### src/rtl/bcd_entry.sv
// Two-digit decimal entry: debounced enter/clear keys, BCD digit capture,
// BCD->binary conversion, seven-segment echo of the digits and LED readout.

// Per-key path: 2-flop synchronizer, counter debouncer, one-cycle press pulse.
module bcd_entry_key #(
    parameter int DEBOUNCE_CYCLES = 1000000
) (
    input  logic i_clk,
    input  logic i_rst,
    input  logic i_key_n,
    output logic o_press
);
    localparam int CW = $clog2(DEBOUNCE_CYCLES + 1);
    localparam logic [CW-1:0] LAST = CW'(DEBOUNCE_CYCLES - 1);

    logic [1:0]    r_sync;
    logic          r_db;
    logic [CW-1:0] r_cnt;
    logic          r_press;

    // Sync, count disagreement cycles, flip level once it has held long enough
    always_ff @(posedge i_clk or posedge i_rst) begin
        if (i_rst) begin
            r_sync  <= 2'b11;
            r_db    <= 1'b1;
            r_cnt   <= '0;
            r_press <= 1'b0;
        end else begin
            r_sync  <= {r_sync[0], i_key_n};
            r_press <= 1'b0;
            if (r_sync[1] == r_db) begin
                r_cnt <= '0;
            end else if (r_cnt == LAST) begin
                r_db    <= r_sync[1];
                r_cnt   <= '0;
                // only the released->pressed flip produces a pulse
                r_press <= ~r_sync[1];
            end else begin
                r_cnt <= r_cnt + 1'b1;
            end
        end
    end

    assign o_press = r_press;
endmodule

module bcd_entry #(
    parameter int DEBOUNCE_CYCLES = 1000000
) (
    input  logic       CLOCK_50,
    input  logic       reset,
    input  logic [3:0] SW,
    input  logic [1:0] KEY,
    output logic [6:0] HEX0,
    output logic [6:0] HEX1,
    output logic [9:0] LEDR
);
    localparam int NUM_KEYS = 2;

    typedef enum logic [1:0] {S_TENS, S_UNITS, S_DONE} state_t;

    logic [NUM_KEYS-1:0] w_press;
    logic                w_enter;
    logic                w_clear;
    logic                w_digit_ok;
    logic [6:0]          w_value_next;

    state_t     r_state;
    logic [3:0] r_tens;
    logic [3:0] r_units;
    logic [6:0] r_value;
    logic       r_valid;
    logic       r_err;

    genvar g;
    generate
        for (g = 0; g < NUM_KEYS; g++) begin : g_key
            bcd_entry_key #(.DEBOUNCE_CYCLES(DEBOUNCE_CYCLES)) u_key (
                .i_clk   (CLOCK_50),
                .i_rst   (reset),
                .i_key_n (KEY[g]),
                .o_press (w_press[g])
            );
        end
    endgenerate

    assign w_enter    = w_press[0];
    assign w_clear    = w_press[1];
    assign w_digit_ok = (SW <= 4'd9);

    // tens*10 + units as shift-and-add, 7 bits is enough for 99
    always_comb begin
        w_value_next = {r_tens, 3'b000} + {2'b00, r_tens, 1'b0} + {3'b000, SW};
    end

    // Entry FSM; clear has priority over a coincident enter
    always_ff @(posedge CLOCK_50 or posedge reset) begin
        if (reset) begin
            r_state <= S_TENS;
            r_tens  <= '0;
            r_units <= '0;
            r_value <= '0;
            r_valid <= 1'b0;
            r_err   <= 1'b0;
        end else if (w_clear) begin
            r_state <= S_TENS;
            r_tens  <= '0;
            r_units <= '0;
            r_value <= '0;
            r_valid <= 1'b0;
            r_err   <= 1'b0;
        end else if (w_enter) begin
            case (r_state)
                S_UNITS: begin
                    if (w_digit_ok) begin
                        r_units <= SW;
                        r_value <= w_value_next;
                        r_valid <= 1'b1;
                        r_err   <= 1'b0;
                        r_state <= S_DONE;
                    end else begin
                        r_err <= 1'b1;
                    end
                end
                default: begin
                    // S_TENS and S_DONE both start a new number
                    if (w_digit_ok) begin
                        r_tens  <= SW;
                        r_units <= '0;
                        r_value <= '0;
                        r_valid <= 1'b0;
                        r_err   <= 1'b0;
                        r_state <= S_UNITS;
                    end else begin
                        r_err <= 1'b1;
                    end
                end
            endcase
        end
    end

    function automatic logic [6:0] seg7(input logic [3:0] d);
        case (d)
            4'd0:    seg7 = 7'h40;
            4'd1:    seg7 = 7'h79;
            4'd2:    seg7 = 7'h24;
            4'd3:    seg7 = 7'h30;
            4'd4:    seg7 = 7'h19;
            4'd5:    seg7 = 7'h12;
            4'd6:    seg7 = 7'h02;
            4'd7:    seg7 = 7'h78;
            4'd8:    seg7 = 7'h00;
            4'd9:    seg7 = 7'h10;
            default: seg7 = 7'h7F;
        endcase
    endfunction

    // Displays and LEDs decode only from registers
    always_comb begin
        HEX1 = (r_state != S_TENS) ? seg7(r_tens) : 7'h7F;
        HEX0 = (r_state == S_DONE) ? seg7(r_units) : 7'h7F;
        LEDR = {(r_state == S_UNITS), r_err, r_valid, r_value};
    end
endmodule
### config.mk
export PLATFORM = sky130hd
export DESIGN_NAME = bcd_entry
export DESIGN_NICKNAME = d
export VERILOG_FILES = /design/src/rtl/bcd_entry.sv
export SDC_FILE = /design/constraint.sdc
export NUM_CORES = 1
export LEC_CHECK = 0
export BUFFER_PORTS_ARGS = -buffer_cell sky130_fd_sc_hd__buf_2
export CAP_MARGIN = 25
export CELL_PAD_IN_SITES_DETAIL_PLACEMENT = 1
export CELL_PAD_IN_SITES_GLOBAL_PLACEMENT = 2
export CORE_ASPECT_RATIO = 0.7
export CORE_MARGIN = 8
export CORE_UTILIZATION = 41
export DETAILED_ROUTE_END_ITERATION = 6
export GPL_TIMING_DRIVEN = 0
export PLACE_DENSITY = 0.95
export SLEW_MARGIN = 40
export SYNTH_ARGS = -nofsm -noshare
export SYNTH_HDL_FRONTEND = slang
export SYNTH_SLANG_ARGS = --single-unit
### constraint.sdc
create_clock -name CLOCK_50 -period 4.7 [get_ports CLOCK_50]
set_clock_uncertainty 0.2 [all_clocks]
set_input_delay 0.235 -clock CLOCK_50 [delete_from_list [all_inputs] [get_ports CLOCK_50]]
set_output_delay 0.235 -clock CLOCK_50 [all_outputs]
set_load 0.02 [all_outputs]
; ---- After elaboration in Yosys (flattened, before gate mapping)
; Memory sizes are Yosys's and may differ from the RTL's.
; Index checks and enable logic that the tools add are counted.
; W data, S select, Z words.
[op_classes]
muxes = 36
magnitude_cmp = 1
shift = 0
add_sub_neg = 4
n_eq_ne = 7
bitwise_logic = 4
div_mod_pow = 0
reduce_logical = 7
mul = 0
[ops]
columns = operator, n
row1 = $mux W20, 4
row2 = $mux W7, 7
row3 = $add A20 B1 Y20 const B, 2
row4 = $eq A20 B20 Y1 const B, 2
row5 = $mux W4, 8
row6 = $mux W1, 12
row7 = $mux W2, 5
row8 = $add A7 B4 Y7, 1
row9 = $add A7 B5 Y7, 1
row10 = $reduce_and A2 Y1, 3
row11 = $reduce_bool A2 Y1, 3
row12 = $le A4 B4 Y1 const B, 1
row13 = $not A1 Y1, 4
row14 = $reduce_and A3 Y1, 1
row15 = $eq A1 B1 Y1, 2
row16 = $eq A2 B1 Y1 const B, 1
row17 = $eq A2 B2 Y1 const B, 1
row18 = $ne A2 B1 Y1 const B, 1
[word_totals]
romBits = 224
latchBits = 0
mem_bits_rw = 0
memories = 2
ff_bits = 67
[memory_table]
columns = name, depth, width, read_ports, rd_clocked_by_memory_dff, write_ports, line
row1 = (name not given), 16, 7, 1, 0, 0, 143  ; case (d)
row2 = (name not given), 16, 7, 1, 0, 0, 143

; ---- Depth between registers and ports, before layout
[depth]
depth_word = 6
mapped_depth = 9
depth_no_buf = 8

; ---- Modules after synthesis
; Synthesis repeated with hierarchy kept, for this count alone.
[hier_totals]
hier_cells = 375
area_unflattened_um2 = 3818.7
[modules_own_cells]
columns = mod, n_inst, cells_each, seq_area_each_um2, area_per_inst_um2
row1 = bcd_entry_key, 2, 108, 604.3, 1192.4
row2 = bcd_entry, 1, 159, 425.4, 1433.9

; ---- Least setup slack after synthesis
; No wires, ideal clock.
[synth_timing]
kind = register -> register
startpoint = register r_tens[2]
endpoint = register r_value[6]
path_slack_ns = 2.069
required_time_ns = 4.379
arrival_time_ns = 2.310
n_path_buf = 1
period_less_slack_ns = 2.631
stages_incl_launch_ff = 10
setup_time_ns = 0.121
path_cell_list = dfrtp_1 > clkbuf_1 > inv_1 > fa_1 > inv_1 > fa_1 > a21o_1 > a21oi_1 > xnor2_1 > a22o_1
[synth_between]
elab_chain_cells = 6
[synth_lines]
columns = item, line
row1 = start: declaration, 69  ; logic [3:0] r_tens;
row2 = start signal: assignment, 100  ; r_tens <= '0;
row3 = start signal: assignment, 107  ; r_tens <= '0;
row4 = start signal: assignment, 128  ; r_tens <= SW;
row5 = $add A7 B5 Y7, 93  ; w_value_next = {r_tens, 3'b000} + {2'b00, r_tens, 1'b0} + {3'b000, SW};
row6 = $add A7 B4 Y7, 93
row7 = $mux W7, 115  ; if (w_digit_ok) begin
row8 = $mux W7, 113  ; case (r_state)
row9 = $mux W7, 112  ; end else if (w_enter) begin
row10 = $mux W7, 105  ; end else if (w_clear) begin
row11 = end signal: assignment, 117  ; r_value <= w_value_next;
row12 = end: declaration, 71  ; logic [6:0] r_value;
; No other way between the ends. The select of a mux whose other input is x is not followed.
; A chain may end at the register's enable or synchronous reset.

; ---- Worst setup path in the final report
; Same ends and word-level chain as after synthesis.

==> impl_metrics.yaml <==
grt:
  grt_max_degree: 45
  first_global_vias: 2911
  grt_overflow: 0
  track_usage_pct: 14.9
  antenna_found_initial: 0
  grt_pass1_wl_um: 14300
final_layout:
  drive_above_1_share_pct: 17.1
  n_antenna_cell: 0
  n_fill_cell: 960
  final_cells: 519
  fin_area_sq_mm: 0.00418
  nets: 438
  area_growth_syn_to_layout_pct: 18.2
  fin_util_pct: 49.7
clocking:
  clockBufferDepth: 2
  postCtsSetupBuffers: 0
  cts_tree: "done"
  clk_latency_ps: 330
  numCtsBuffers: 9
  clock_sinks: 65
  cts_htree_levels: 3
  path_clk_slew_ps: 60
  cts_resized: 0
  root_buffer: "clkbuf_16"
worst_hold_path:
  hold_path_class: "in2reg"
floorplanning:
  coreArea_sq_mm: 0.00841
  ios: 32
  fp-row-count: 28
  fp.dieH_um: 93.7
  initial_core_util_pct: 42.1
  dieArea_sq_mm: 0.0119
  die_x_um: 127
timing:
  clock.fmax_ghz: 0.343
  hold_viol: 0
  fin_tns_setup_ps: 0
  slew_headroom_pct: 53.6
  post-route-period-util_pct: 62.0
  final_max_slew_viol_count: 0
  setup_viol: 0
  fin_crit_ps: 2910
  max_slew.worst_pin.slew_ps: 692
  rsz0062_at_grt: "false"
  final.setup.worst_slack_ps: 1790
synthesis:
  yosys.area.top_type: "dfrtp_1"
  syn-instance-count: 361
  ys_ff_latch: 65
  ys.warnings.count: 0
  synth.area.top_cells: "dfrtp_1, ha_1, xnor2_1"
  synthArstFlopShare_pct: 100
  synth.most_common_cell: "dfrtp_1"
  syn_avg_cell_area_sq_um: 9.79
  synth-edff-count: 0
  synth_common_cells: "dfrtp_1, nor2_1, xnor2_1"
  synthFlopType: "dfrtp_1"
  ys_types: 44
  syn_nets: 390
  ys_seq_area_share_pct: 46.2
  syn-cell-area_sq_mm: 0.00354
  synth_top_area_share_pct: 41.8
drt:
  num_vias: 2807
  wirelength_um: 8440
  detail_route.first_pass.iterations: 4
  vias_per_cell: 5.41
  antenna_left: 0
  drc: 0
  drt_iter0_markers: 101
  detail_route.wl_per_cell_um: 16.3
critical_path:
  required_ps: 4710
  cp-start-kind: "register"
  cp_slowest_cell: "fa_1"
  arrival_ps: 2930
  path_class: "reg2reg"
  max_stage_delay_ps: 510
  worstSetupEndpointType: "register"
  cp_max_fo: 10
  crit_path_cell_trace: "clkbuf_1, inv_1, fa_1, inv_1, fa_1, a21o_1, a21oi_1, xnor2_1, a22o_1"
flow_run:
  maxCapViolCount: 0
power_and_ir_drop:
  power_leakage_nw: 1.82
  power_frac_clock_pct: 50.5
  p_switching_uw: 288
  irDropWorstVdd_mv: 0.173
  power.internal_uw: 952
  p_per_area_mw_per_mm2: 297
  sw_frac_of_total_pct: 23.2
  p_seq_share_pct: 46.2
  combPwrFrac_pct: 3.3
place:
  port_buffers: 31
  dpl_cell_area_sq_mm: 0.00384
  dp_cells: 498
  pre_cts_slack_ps: 1780
  place_hpwl_um: 6040
  place_congestion: 0.781
status:
  status: "complete, no violations"
-- per-layer routing --
layer | vias up | part of all wire, % | track usage [%]
met5 | - | 0 | 0
met4 | 0 | 0.70 | 4.24
met3 | 5 | 4.4 | 4.71
met2 | 39 | 45 | 23.5
met1 | 1391 | 50 | 19.3
li1 | 1372 | - | -
-- final cells by class --
| type | instances | area (sq um) | area share [%] |
|---|---|---|---|
| Multi-Input combinational cell | 262 | 1760 | 42.1 |
| Sequential cell | 65 | 1630 | 39.1 |
| Clock buffer | 10 | 239 | 5.72 |
| Timing Repair Buffer | 37 | 225 | 5.39 |
| Tap cell | 105 | 131 | 3.14 |
| Inverter | 20 | 77.6 | 1.86 |
| Buffer | 14 | 68.8 | 1.65 |
| Clock inverter | 6 | 43.8 | 1.05 |
-- worst paths after layout --
path	from	end	slack, ps	depth (start not counted)
min in group asynchronous	reset	g_key[1].u_key.r_cnt[17]	220	3
min	SW[2]	r_units[2]	30	2
max	r_tens[2]	r_value[6]	1790	9
max in group asynchronous	reset	g_key[1].u_key.r_db	3490	4
min reg2reg	g_key[0].u_key.r_sync[0]	g_key[0].u_key.r_sync[1]	160	0
max reg2reg	r_tens[2]	r_value[6]	1790	9
-- kinds of logic (layout without fill, tap and decap cells) --
logic type	count (synthesis)	in the layout	synth area share (%)
flops	65	65	46.2
compound gates	65	65	11.7
buf+inv	34	87	4.07
simple gates	136	136	20.0
xor+xnor	34	34	8.42
fa+ha+maj	21	21	7.86
mux	6	6	1.77
-- critical path, delay by kind of cell (launching register included) --
kind	cells	cell delay (ps)
buf+inv	3	580
flops	1	380
compound gates	3	590
fa+ha+maj	2	970
xor+xnor	1	80
-- cells in the final DEF, fill, tap and decap left out, types with 9 or more instances in the layout --
master	synthesis	final
a21oi_1	20	20
a22o_1	10	10
buf_2	3	34
clkbuf_16	0	9
dfrtp_1	59	59
ha_1	19	19
inv_1	20	19
nand2_1	18	18
nand3_1	15	15
nand4_1	9	9
nor2_1	42	42
nor3_1	10	10
o21ai_0	17	17
o31ai_1	9	9
xnor2_1	23	23
xor2_1	11	11
-- what timing repair did --
item	4_1_cts	5_1_grt
hold endpoints to repair	26	0
hold buffers	5	0
endpoints found under the setup margin	0	0
-- per-stage QoR --
stage               hold slack (ps)  power, mW
global placement                140      0.617
detailed placement             21.0      0.622
global route                   27.3       1.29
CTS                            9.39       1.26
finish                         26.9       1.24
floorplan                      39.5      0.604
-- state kept, by name, indices dropped and copies added (netlist names) --
signal / cells
g_key.u_key.o_press: 2
g_key.u_key.r_cnt: 40
g_key.u_key.r_db: 2
g_key.u_key.r_sync: 4
r_err: 1
r_state: 1
r_tens: 4
r_units: 4
r_valid: 1
r_value: 6
-- power by group through the flow --
stage	clock, mW	combinational, mW	sequential [mW]
finish	0.626	0.0408	0.573
global route	0.666	0.0473	0.574
CTS	0.642	0.0421	0.573
detailed placement	0	0.0388	0.583
global placement	0	0.0348	0.582
floorplan	0	0.0229	0.581
Note: power is estimated with default switching activity, not from simulation.
